**config.mk**
```make
export PLATFORM = sky130hd
export DESIGN_NAME = rvc_fifo
export DESIGN_NICKNAME = d
export VERILOG_FILES = /design/src/rtl/rvc_fifo.sv
export SDC_FILE = /design/constraint.sdc
export NUM_CORES = 1
export LEC_CHECK = 0
export BUFFER_PORTS_ARGS = -buffer_cell sky130_fd_sc_hd__buf_2
export CAP_MARGIN = 25
export CORE_AREA = 3 3 78 80
export DETAILED_ROUTE_END_ITERATION = 10
export DIE_AREA = 0 0 81 83
export GPL_TIMING_DRIVEN = 0
export PLACE_DENSITY = 0.48
export SLEW_MARGIN = 20
export SYNTH_ARGS = -nofsm -noshare
export SYNTH_HDL_FRONTEND = slang
export SYNTH_SLANG_ARGS = --single-unit
```
**constraint.sdc**
```tcl
create_clock -name clk -period 2.06 [get_ports clk]
set_clock_uncertainty 0.05 [all_clocks]
set_input_delay 0.412 -clock clk [delete_from_list [all_inputs] [get_ports clk]]
set_output_delay 0.412 -clock clk [all_outputs]
set_load 0.01 [all_outputs]
```
**src/rtl/rvc_fifo.sv**
```systemverilog
// rvc_fifo: ready/valid FIFO with its own storage. It holds DEPTH words of
// WIDTH bits between a valid/ready producer and a valid/ready consumer.
// When BYPASS=1 and the queue is empty, a word can pass straight through
// from in_data to out_data in the same cycle without being stored.
// in_ready depends only on registered state, so there is no combinational
// path from out_ready back to in_ready.
module rvc_fifo #(
  parameter int WIDTH  = 8,
  parameter int DEPTH  = 4,
  parameter int BYPASS = 0,
  parameter int CW     = $clog2(DEPTH + 1)
) (
  input  logic             clk,
  input  logic             rst,
  input  logic             in_valid,
  output logic             in_ready,
  input  logic [WIDTH-1:0] in_data,
  output logic             out_valid,
  input  logic             out_ready,
  output logic [WIDTH-1:0] out_data,
  output logic [CW-1:0]    count,
  output logic             full,
  output logic             empty
);

  // Pointer width. A single-entry queue still gets a 1-bit pointer, which
  // always stays at 0.
  localparam int PW = (DEPTH > 1) ? $clog2(DEPTH) : 1;
  localparam logic [PW-1:0] LAST_PTR = PW'(DEPTH - 1);
  localparam logic [CW-1:0] DEPTH_C  = CW'(DEPTH);
  localparam bit BYP = (BYPASS != 0);

  logic [WIDTH-1:0] mem [DEPTH];
  logic [PW-1:0]    wr_ptr;
  logic [PW-1:0]    rd_ptr;
  logic             push;
  logic             pop;
  logic             thru;

  // Advance a pointer modulo DEPTH. DEPTH need not be a power of two, so an
  // explicit compare is used instead of masking.
  function automatic logic [PW-1:0] next_ptr(input logic [PW-1:0] p);
    return (p == LAST_PTR) ? '0 : p + PW'(1);
  endfunction

  // Flags and handshake outputs, decoded from the registered count
  always_comb begin
    empty     = (count == '0);
    full      = (count == DEPTH_C);
    in_ready  = !full;
    out_valid = BYP ? (!empty || in_valid) : !empty;
    out_data  = (BYP && empty) ? in_data : mem[rd_ptr];
    push      = in_valid && in_ready;
    pop       = out_valid && out_ready;
    // With the queue empty, a pop can only be the bypassed input word.
    thru      = BYP && empty && push && pop;
  end

  // Storage write; contents are deliberately left unreset
  always_ff @(posedge clk) begin
    if (push && !thru) mem[wr_ptr] <= in_data;
  end

  // Pointers and occupancy; a bypass transfer leaves all of them unchanged
  always_ff @(posedge clk or posedge rst) begin
    if (rst) begin
      wr_ptr <= '0;
      rd_ptr <= '0;
      count  <= '0;
    end else begin
      if (push && !thru) wr_ptr <= next_ptr(wr_ptr);
      if (pop && !thru)  rd_ptr <= next_ptr(rd_ptr);
      if (push && !pop)      count <= count + CW'(1);
      else if (pop && !push) count <= count - CW'(1);
    end
  end

endmodule

```
==> PnR_summary.wiki <==
{| class="wikitable"
! Metric !! Value
|-
| Leakage || 0.0008229 uW
|-
| Slew at the pin closest to its max-slew limit || 0.3049 ns
|-
| Width of the die || 81 um
|-
| Sequential Power Share || 37.7%
|-
| DRC || 0
|-
| Main area contributors after synthesis || sky130_fd_sc_hd__edfxtp_1 59%, sky130_fd_sc_hd__mux4_2 11%, sky130_fd_sc_hd__dfrtp_1 11%, sky130_fd_sc_hd__ha_1 4.6%, sky130_fd_sc_hd__mux2_4 3.7%
|-
| Final Wtd Congestion || 0.6609
|-
| Number of port buffers || 26
|-
| Critical path arrival || 1.50 ns
|-
| Instance count of the mapped netlist || 83
|-
| Clk network pwr share || 24.1%
|-
| Sequential element share of the synthesized area || 69.63%
|-
| Final routed wire length divided by cell count || 14.08 um
|-
| Largest net degree at the start of global routing || 13
|-
| Required time at the endpoint of the critical path || 1.60 ns
|-
| Via count of the first global-routing pass || 889
|-
| Number of buffers inserted during clock tree synthesis || 5
|-
| Critical path launch point || rd_ptr[0]$_DFFE_PP0P_
|-
| Fin nets || 144
|-
| Detail-routed via count per cell || 4.207
|-
| Max capacitance violation total || 0
|-
| Part of the power in combinational logic || 38.2%
|-
| Initial DRT Pass Iterations || 4
|-
| Post-synth EDFFs || 32
|-
| Final number of setup-violating endpoints || 0
|-
| Crit path launch type || flop
|-
| First-pass GRT wire length || 4505 um
|-
| Final critical-path share of the clock period || 95.40%
|-
| Synth warnings || 0
|-
| Classification of the worst setup path || flop to output pin
|-
| Filler cell count in the final layout || 528
|-
| Wirelength, routed || 2787 um
|-
| Antenna cell count || 0
|-
| Layout cells sized above 1 || 54.76%
|-
| Proportion of register bits with asynchronous set or reset after synthesis || 17.95%
|-
| Launching point of the worst reg2reg path || count[2]$_DFFE_PP0P_
|-
| Final HPWL DP || 1816 um
|-
| H-tree depth reported by CTS || 2
|-
| Final global-route overflow total || 0
|-
| Prevailing post-synth register cell || sky130_fd_sc_hd__edfxtp_1
|-
| Number of hold violations in the final report || 0
|-
| Total GRT Usage || 9.191%
|-
| Count of unique library cells instantiated by Yosys || 20
|-
| Number of top-level design ports || 27
|-
| Critical hold path startpoint || in_data[3]
|-
| Area Overhead vs Synth || 27.61%
|-
| Relative slew slack || 79.65%
|-
| RSZ-0062 raised after global routing || true
|-
| Starting utilization of the core area || 29.81%
|-
| Switching power || 889.8 uW
|-
| Area enclosed by the die boundary || 6723 um2
|-
| Sink count of the clock tree || 39
|-
| Worst hold slack || 0.2904 ns
|-
| Antenna-violating nets left || 0
|-
| Cell with the most instances after synthesis || sky130_fd_sc_hd__edfxtp_1
|-
| Deepest clock path buffer count || 2
|-
| Type of element capturing the critical path || output pin
|-
| Mean post-synth cell area || 19.66 um2
|-
| Number of vias after detailed routing || 833
|-
| Skew-Pair Late Insertion Delay || 0.28 ns
|-
| Design Power || 3078 uW
|-
| Root buffer cell || sky130_fd_sc_hd__clkbuf_8
|-
| Share of Yosys cell area claimed by the top area cell type || 58.90%
|-
| Clock edge transition at the registers on the reported setup and hold paths || 0.08 ns
|-
| HP Class || input port to flop
|-
| Switching power as a share of total power || 28.90%
|-
| Die boundary height || 83 um
|-
| Initial antenna violation count || 0
|-
| Netlist area before placement || 1632 um2
|-
| Min Tclk post-route || 1.965 ns
|-
| Power density of the placed cells || 1479 nW/um2
|-
| Commonest cells in the netlist || 32 x sky130_fd_sc_hd__edfxtp_1, 8 x sky130_fd_sc_hd__mux4_2, 7 x sky130_fd_sc_hd__dfrtp_1
|-
| Maximum fanout count along the critical path || 10
|-
| Peak supply drop || 0.0005076 V
|-
| Maximum clock rate || 508.8 MHz
|-
| Biggest area consumer among synthesized cells || sky130_fd_sc_hd__edfxtp_1
|-
| TritonCTS clock tree || done
|-
| Placeable Area || 5473 um2
|-
| Result of the run || complete, no violations
|-
| Total nets after synthesis || 102
|-
| Num rows || 27
|-
| Internal power || 2189 uW
|-
| Pins Over Slew Limit || 0
|-
| DR iter-0 viols || 19
|-
| Seq cells post-synth || 39
|}
## per-layer routing
layer / global-route usage [%] / share of wire (%) / vias to the layer above
met2: 14.41 / 49 / 21
met5: 0 / 0 / -
met4: 2.765 / 1.3 / 0
met3: 4.013 / 5.1 / 6
li1: - / - / 389
met1: 11.35 / 44 / 417
## layout by cell type, fill, tap and decap left out
cell,count
sky130_fd_sc_hd__ha_4,1
sky130_fd_sc_hd__clkbuf_1,1
sky130_fd_sc_hd__ha_1,5
sky130_fd_sc_hd__inv_1,4
sky130_fd_sc_hd__or3_4,1
sky130_fd_sc_hd__mux4_2,8
sky130_fd_sc_hd__mux2_2,1
sky130_fd_sc_hd__buf_6,1
sky130_fd_sc_hd__fa_2,1
sky130_fd_sc_hd__nand2_4,1
sky130_fd_sc_hd__nand2_1,1
sky130_fd_sc_hd__edfxtp_1,32
sky130_fd_sc_hd__xnor2_1,1
sky130_fd_sc_hd__bufinv_16,2
sky130_fd_sc_hd__dfrtp_2,1
sky130_fd_sc_hd__nor2_1,4
sky130_fd_sc_hd__xor2_1,2
sky130_fd_sc_hd__nor2b_2,1
sky130_fd_sc_hd__dfrtp_1,6
sky130_fd_sc_hd__mux2_4,4
sky130_fd_sc_hd__clkbuf_8,5
sky130_fd_sc_hd__buf_2,26
sky130_fd_sc_hd__inv_2,2
sky130_fd_sc_hd__buf_4,8
sky130_fd_sc_hd__clkbuf_2,1
sky130_fd_sc_hd__and2_2,4
sky130_fd_sc_hd__dlygate4sd3_1,1
sky130_fd_sc_hd__buf_8,1
## critical path: stages, from the launching register on
cell                      delay, ns
sky130_fd_sc_hd__dfrtp_1       0.38
sky130_fd_sc_hd__buf_8         0.17
sky130_fd_sc_hd__mux4_2        0.51
sky130_fd_sc_hd__buf_2         0.15
## repair_timing
| item | CTS | global route |
|---|---|---|
| buffers inserted | 5 | 3 |
| endpoints found under the hold margin | 5 | 0 |
| pin swaps | 4 | 3 |
| gates resized for setup | 4 | 4 |
| hold buffers | 1 | 0 |
| endpoints found under the setup margin | 9 | 9 |
## area by class of cell
cell class / count / area (um2) / share of cell area, %
tap: 72 / 90.09 / 4.327
inverter: 6 / 22.52 / 1.082
timing repair buffer: 35 / 200.2 / 9.615
sequential: 39 / 1137 / 54.63
buffer: 3 / 31.28 / 1.502
clock buffer: 6 / 72.57 / 3.486
multi-input combinational: 35 / 467.9 / 22.48
clock inverter: 2 / 60.06 / 2.885
## cell families after synthesis
family	share of synthesized area, %
adders and majority gates	5.828
and+or+nand+nor	4.908
muxes	15.41
buffers and inverters	2.607
xor gates and xnor gates	1.611
DFF	69.63
## metrics by stage
stage | worst slack, ns | std cells | TNS, ns | area [um2] | util [%]
after floorplan | 0.008071 | 83 | 0 | 1633 | -
after global placement | -0.01869 | 181 | -0.01869 | 1853 | 33.86
after detailed placement | -0.01994 | 181 | -0.01994 | 1853 | 33.86
after CTS | 0.0007526 | 195 | 0 | 2049 | 37.45
after global routing | -0.02601 | 198 | -0.02601 | 2082 | 38.04
final | 0.09470 | 198 | 0 | 2082 | 38.04
## worst paths after layout
check	endpoint	slack, ns	cells after the start
max in group asynchronous	count[0]$_DFFE_PP0P_	1.15	3
max	out_data[0]	0.09	3
min in group asynchronous	count[1]$_DFFE_PP0P_	0.56	3
min	mem[2][3]$_DFFE_PP_	0.29	1
max reg2reg	count[2]$_DFFE_PP0P_	0.13	8
min reg2reg	count[2]$_DFFE_PP0P_	0.54	2
## power groups by stage
stage / sequential (uW) / clock [uW] / combinational [uW]
5_1_grt: 1180 / 797 / 1310
4_1_cts: 1160 / 763 / 1160
6_report: 1160 / 742 / 1180
3_5_place_dp: 1190 / 0 / 1050
2_1_floorplan: 1180 / 0 / 719
3_3_place_gp: 1180 / 0 / 1030
## state kept, by name, summed over array words and instances (netlist names)
signal	cells
count	3
mem	32
wr_ptr	2
rd_ptr	2
Note: power is estimated with default switching activity, not from simulation.
